===== src/rtl/parity_scan_monitor.sv =====
// Parity scan monitor: checks parity of fetched words over a sweep and logs mismatches in a FWFT FIFO.
// Optional macro PARITY_SCAN_SAT_EN makes err_count saturate at 15 instead of wrapping.
module parity_scan_monitor #(
    parameter int SWEEP_LEN = 16,
    parameter int LOG_DEPTH = 4
) (
    input  logic       clk,
    input  logic       reset,
    input  logic       start,
    input  logic       in_valid,
    input  logic [3:0] in_addr,
    input  logic [7:0] in_data,
    input  logic       in_parity,
    input  logic       log_pop,
    output logic       busy,
    output logic       done,
    output logic [3:0] err_count,
    output logic [3:0] log_addr,
    output logic [7:0] log_data,
    output logic       log_empty,
    output logic       log_full,
    output logic       overflow
);

    // state  | meaning
    // S_IDLE | after reset, waiting for start
    // S_SCAN | accepting samples of the current sweep
    // S_DONE | sweep complete, results held until the next start
    typedef enum logic [1:0] {S_IDLE, S_SCAN, S_DONE} state_t;

    localparam int PTR_W = $clog2(LOG_DEPTH);
    localparam int CNT_W = PTR_W + 1;
    localparam int IDX_W = $clog2(SWEEP_LEN + 1);

    state_t state, state_nxt;

    logic [IDX_W-1:0] sample_idx;
    logic [PTR_W-1:0] wr_ptr, rd_ptr;
    logic [CNT_W-1:0] log_cnt;
    logic [11:0]      log_mem [LOG_DEPTH];
    logic [11:0]      log_head;

    logic sweep_start, accept, mismatch, last_sample;
    logic push_req, pop_ok, push_ok;

    assign sweep_start = start && (state != S_SCAN);
    assign accept      = (state == S_SCAN) && in_valid;
    assign mismatch    = (^in_data) != in_parity;
    assign last_sample = sample_idx == IDX_W'(SWEEP_LEN - 1);
    assign log_empty   = log_cnt == '0;
    assign log_full    = log_cnt == CNT_W'(LOG_DEPTH);
    assign push_req    = accept && mismatch;
    // The clearing edge of a new sweep takes priority over a pop.
    assign pop_ok      = log_pop && !log_empty && !sweep_start;
    assign push_ok     = push_req && (!log_full || pop_ok);

    always_ff @(posedge clk or posedge reset) begin
        if (reset) state <= S_IDLE;
        else       state <= state_nxt;
    end

    always_comb begin
        state_nxt = state;
        case (state)
            S_IDLE:  if (start) state_nxt = S_SCAN;
            S_SCAN:  if (accept && last_sample) state_nxt = S_DONE;
            S_DONE:  if (start) state_nxt = S_SCAN;
            default: state_nxt = S_IDLE;
        endcase
    end

    always_comb begin
        busy = 1'b0;
        done = 1'b0;
        case (state)
            S_SCAN:  busy = 1'b1;
            S_DONE:  done = 1'b1;
            default: ;
        endcase
    end

    always_ff @(posedge clk or posedge reset) begin
        if (reset) begin
            sample_idx <= '0;
            err_count  <= '0;
            overflow   <= 1'b0;
            wr_ptr     <= '0;
            rd_ptr     <= '0;
            log_cnt    <= '0;
        end else if (sweep_start) begin
            sample_idx <= '0;
            err_count  <= '0;
            overflow   <= 1'b0;
            wr_ptr     <= '0;
            rd_ptr     <= '0;
            log_cnt    <= '0;
        end else begin
            if (accept) sample_idx <= sample_idx + IDX_W'(1);
            if (push_req) begin
`ifdef PARITY_SCAN_SAT_EN
                if (err_count != 4'hF) err_count <= err_count + 4'd1;
`else
                err_count <= err_count + 4'd1;
`endif
                if (log_full && !log_pop) overflow <= 1'b1;
            end
            if (push_ok) wr_ptr <= wr_ptr + PTR_W'(1);
            if (pop_ok)  rd_ptr <= rd_ptr + PTR_W'(1);
            log_cnt <= log_cnt + CNT_W'(push_ok) - CNT_W'(pop_ok);
        end
    end

    // Storage needs no reset: contents are only visible while log_cnt is non-zero.
    always_ff @(posedge clk) begin
        if (push_ok) log_mem[wr_ptr] <= {in_addr, in_data};
    end

    assign log_head = log_mem[rd_ptr];
    assign log_addr = log_empty ? 4'h0 : log_head[11:8];
    assign log_data = log_empty ? 8'h00 : log_head[7:0];

endmodule


===== config.mk =====
export PLATFORM = sky130hd
export DESIGN_NAME = parity_scan_monitor
export DESIGN_NICKNAME = d
export VERILOG_FILES = /design/src/rtl/parity_scan_monitor.sv
export SDC_FILE = /design/constraint.sdc
export NUM_CORES = 1
export LEC_CHECK = 0
export CAP_MARGIN = 20
export CORE_ASPECT_RATIO = 1.1
export CORE_MARGIN = 3
export CORE_UTILIZATION = 43
export DETAILED_ROUTE_END_ITERATION = 10
export SLEW_MARGIN = 20
export SYNTH_ARGS = -nofsm -noshare
export SYNTH_HDL_FRONTEND = slang
export SYNTH_SLANG_ARGS = --single-unit

===== constraint.sdc =====
create_clock -name clk -period 2.9 [get_ports clk]
set_clock_uncertainty 0.15 [all_clocks]
set_input_delay 0.435 -clock clk [delete_from_list [all_inputs] [get_ports clk]]
set_output_delay 0.435 -clock clk [all_outputs]
set_load 0.02 [all_outputs]

==> results.txt <==
Final Cycle Share - 95.7%
Clk Latency, worst-skew pair - 320 ps
Syn nets - 221
Clock slew seen by the registers of the worst setup and hold paths - 80 ps
Reg2Reg Setup Slack - 410 ps
Post-CTS setup buffer count - 0
Global route overflow - 0
End-of-flow core utilization - 58.5%
Largest net degree at the start of global routing - 20
Setup-failing EPs final - 0
Gate Count Post-Synth - 194
Status - finished, final reports clean
PD cells - 951 nW/um^2
Buf/Inv on CP - 2
Slew HR - 49.2%
Final ANT Viol Nets - 0
Pre-Repair DR Iteration Count - 4
Hpwl dp - 4140 um
Synth warn - 0
RSZ-0062 raised after global routing - no
Critical path's most frequent cell - xor2_1
Full die area - 8080 sq um
Via density per instance - 5.14
First-pass GRT wire length - 9600 um
Static Leakage - 0.00158 uW
Worst-case reg-to-reg path depth - 10
Ys async rst share - 28.4%
DRC Markers - 0
Crit Reg-Reg Endpoint - log_cnt[2]
CTS HTree Levels - 3
Fin. Hold Viols - 0
FMAX - 360 MHz
Total detailed-routing wirelength - 5690 um
CTS tree - done
Max cap viols - 0
Worst hold path type - in2reg
Core area - 6710 sq um
Syn avg cell area - 15.6 sq um
Clock Tree Buf Depth - 2
CTS root buf - clkbuf_8
Mapped Area - 3020 sq um
Slew @ Worst Pin - 760 ps
Antenna Cells - 0
Final Max Tran Viols - 0
Net count, final - 285
Worst Hold Endpoint - log_mem[0][4]
Crit start category - primary input
Vias - 1767
Design area - 3920 sq um
Die H - 94.0 um
Post-synthesis cell type count - 37
Rows - 31
PortBufs - 38
GRT Overall Usage - 16.0%
Initial antenna violation count - 0
Fin crit period - 2770 ps
CTS Sinks - 67
Worst EP required - 2970 ps
Filler Cell Count - 537
Cell Area, Placed - 3690 sq um
IO Count - 39
Cells along the critical path - clkdlybuf4s50_1 > xor2_1 > xnor3_2 > mux2i_4 > mux2i_1 > ha_2 > inv_1 > fa_2 > xor2_1 > xnor2_1 > nor2_1
Number of flops mapped to enable cells by yosys - 48
Yosys reg bits - 67
CP max-delay cell - clkdlybuf4s50_1
Hold Crit Start - in_data[4]
Vias in the first global route - 1998
CP max FO - 2
Setup CP Type - in2reg
WP data arrival - 2840 ps
Fraction of layout cells with a size suffix above 1 - 22.9%
Hold-fix buffers, CTS - 0
GP Congestion - 0.758
Highest ir drop seen on vdd - 519 uV
Starting density of the core - 45.1%
CTS Buf Count - 9
CP top delay family - XOR/XNOR gates
Reg2Reg Launch Point - log_cnt[1]
DRT iter0 DRCs - 85
Predominant post-synthesis flop cell - edfxtp_1
Register area share after synthesis - 63.4%
Routed len/inst - 16.5 um
CP endpoint kind - flip-flop
Worst Hold Depth - 1
Max stage delay on crit path - 500 ps
DIE WIDTH - 86.0 um
Synth-to-Final Area Change - 29.7%
==> layer usage <==
metal,GRT usage [%],wire (um)
met1,18.8,2330
met2,28.0,3050
met3,2.89,192
met4,7.65,109
met5,0,0
==> layout make-up <==
cell class / instances / area, sq um / share of cell area (%)
clock inverters: 6 / 67.6 / 1.72
inverters: 8 / 30.0 / 0.766
well taps: 82 / 103 / 2.62
multi-input cells: 112 / 1070 / 27.4
repair buffers: 60 / 608 / 15.5
flip-flops and latches: 67 / 1920 / 48.9
clock buffers: 9 / 124 / 3.16
==> cells in the final DEF, fill, tap and decap left out, types with 3 or more instances in the layout <==
master,instances
and2_1,17
buf_12,4
buf_4,18
clkbuf_8,9
clkdlybuf4s50_1,33
dfrtp_1,19
dlymetal6s2s_1,5
edfxtp_1,48
ha_1,7
inv_1,8
mux2i_1,9
mux4_2,12
nand2_1,12
nand3_1,5
nor2_1,8
nor2b_1,3
nor3_1,4
xor2_1,6
==> cell usage after synthesis, types with 2 or more instances <==
| master | n | area (sq um) |
|---|---|---|
| a22o_1 | 2 | 17.5 |
| and2_1 | 17 | 106 |
| buf_2 | 2 | 10.0 |
| clkbuf_1 | 4 | 15.0 |
| dfrtp_1 | 19 | 475 |
| edfxtp_1 | 48 | 1440 |
| ha_1 | 8 | 100 |
| inv_1 | 8 | 30.0 |
| mux2_2 | 2 | 22.5 |
| mux2i_1 | 9 | 90.1 |
| mux4_2 | 12 | 270 |
| nand2_1 | 12 | 45.0 |
| nand3_1 | 5 | 25.0 |
| nor2_1 | 10 | 37.5 |
| nor2b_1 | 3 | 18.8 |
| nor3_1 | 4 | 20.0 |
| o21ai_0 | 2 | 10.0 |
| xnor2_1 | 3 | 26.3 |
| xor2_1 | 6 | 52.6 |
==> where the power goes <==
part / internal, uW / switching [uW] / leakage, uW
Combinational: 852 / 757 / 0.000817
Clock: 393 / 346 / 0.0000913
Sequential: 1240 / 142 / 0.000670
==> how the worst max path moves through the flow <==
stage | cells after the start | slack [ps] | start | end
2_1_floorplan | 10 | 160 | in_data[2] | log_cnt[2]
3_3_place_gp | 11 | -220 | in_data[5] | log_cnt[2]
3_5_place_dp | 11 | -330 | in_data[5] | log_cnt[2]
4_1_cts | 11 | 2 | in_data[5] | log_cnt[2]
5_1_grt | 11 | 40 | in_data[2] | log_cnt[2]
6_report | 11 | 130 | in_data[2] | log_cnt[2]
==> cell families (layout without fill, tap and decap cells) <==
family	after synthesis	in the layout	share of synthesized area, %
DFF	67	67	63.4
buffers and inverters	15	83	1.94
muxes	25	25	13.9
adders and majority gates	9	9	3.97
and+or+nand+nor	59	59	10.3
xor gates and xnor gates	12	12	4.92
AOI/OAI and AO/OA	7	7	1.61
==> stage by stage <==
step,setup TNS (ps),cells,setup slack (ps),hold slack [ps],power (uW)
2_1_floorplan,0,194,156,236,2360
3_3_place_gp,-255,329,-218,315,2970
3_5_place_dp,-454,329,-333,323,3030
4_1_cts,0,344,2.01,339,3780
5_1_grt,0,344,40.0,330,3990
6_report,0,344,126,311,3730
==> registers in the layout, summed over array words and instances (netlist names) <==
name,cells
err_count,4
log_cnt,3
log_mem,48
overflow,1
rd_ptr,2
sample_idx,5
state,2
wr_ptr,2
==> worst reg2reg max path: cells and delay by family, from the launching register on <==
kind            cells  cell delay, ps
buf+inv             1              50
mux                 1             170
xor+xnor            2             330
fa+ha+maj           2             520
compound gates      1              80
simple gates        3             610
flops               1             470
==> what timing repair did <==
action,in CTS,in global routing
resized for setup,0,11
setup endpoints to repair,0,1
hold endpoints to repair,0,0
No activity file was read; power rests on OpenSTA's default activity.
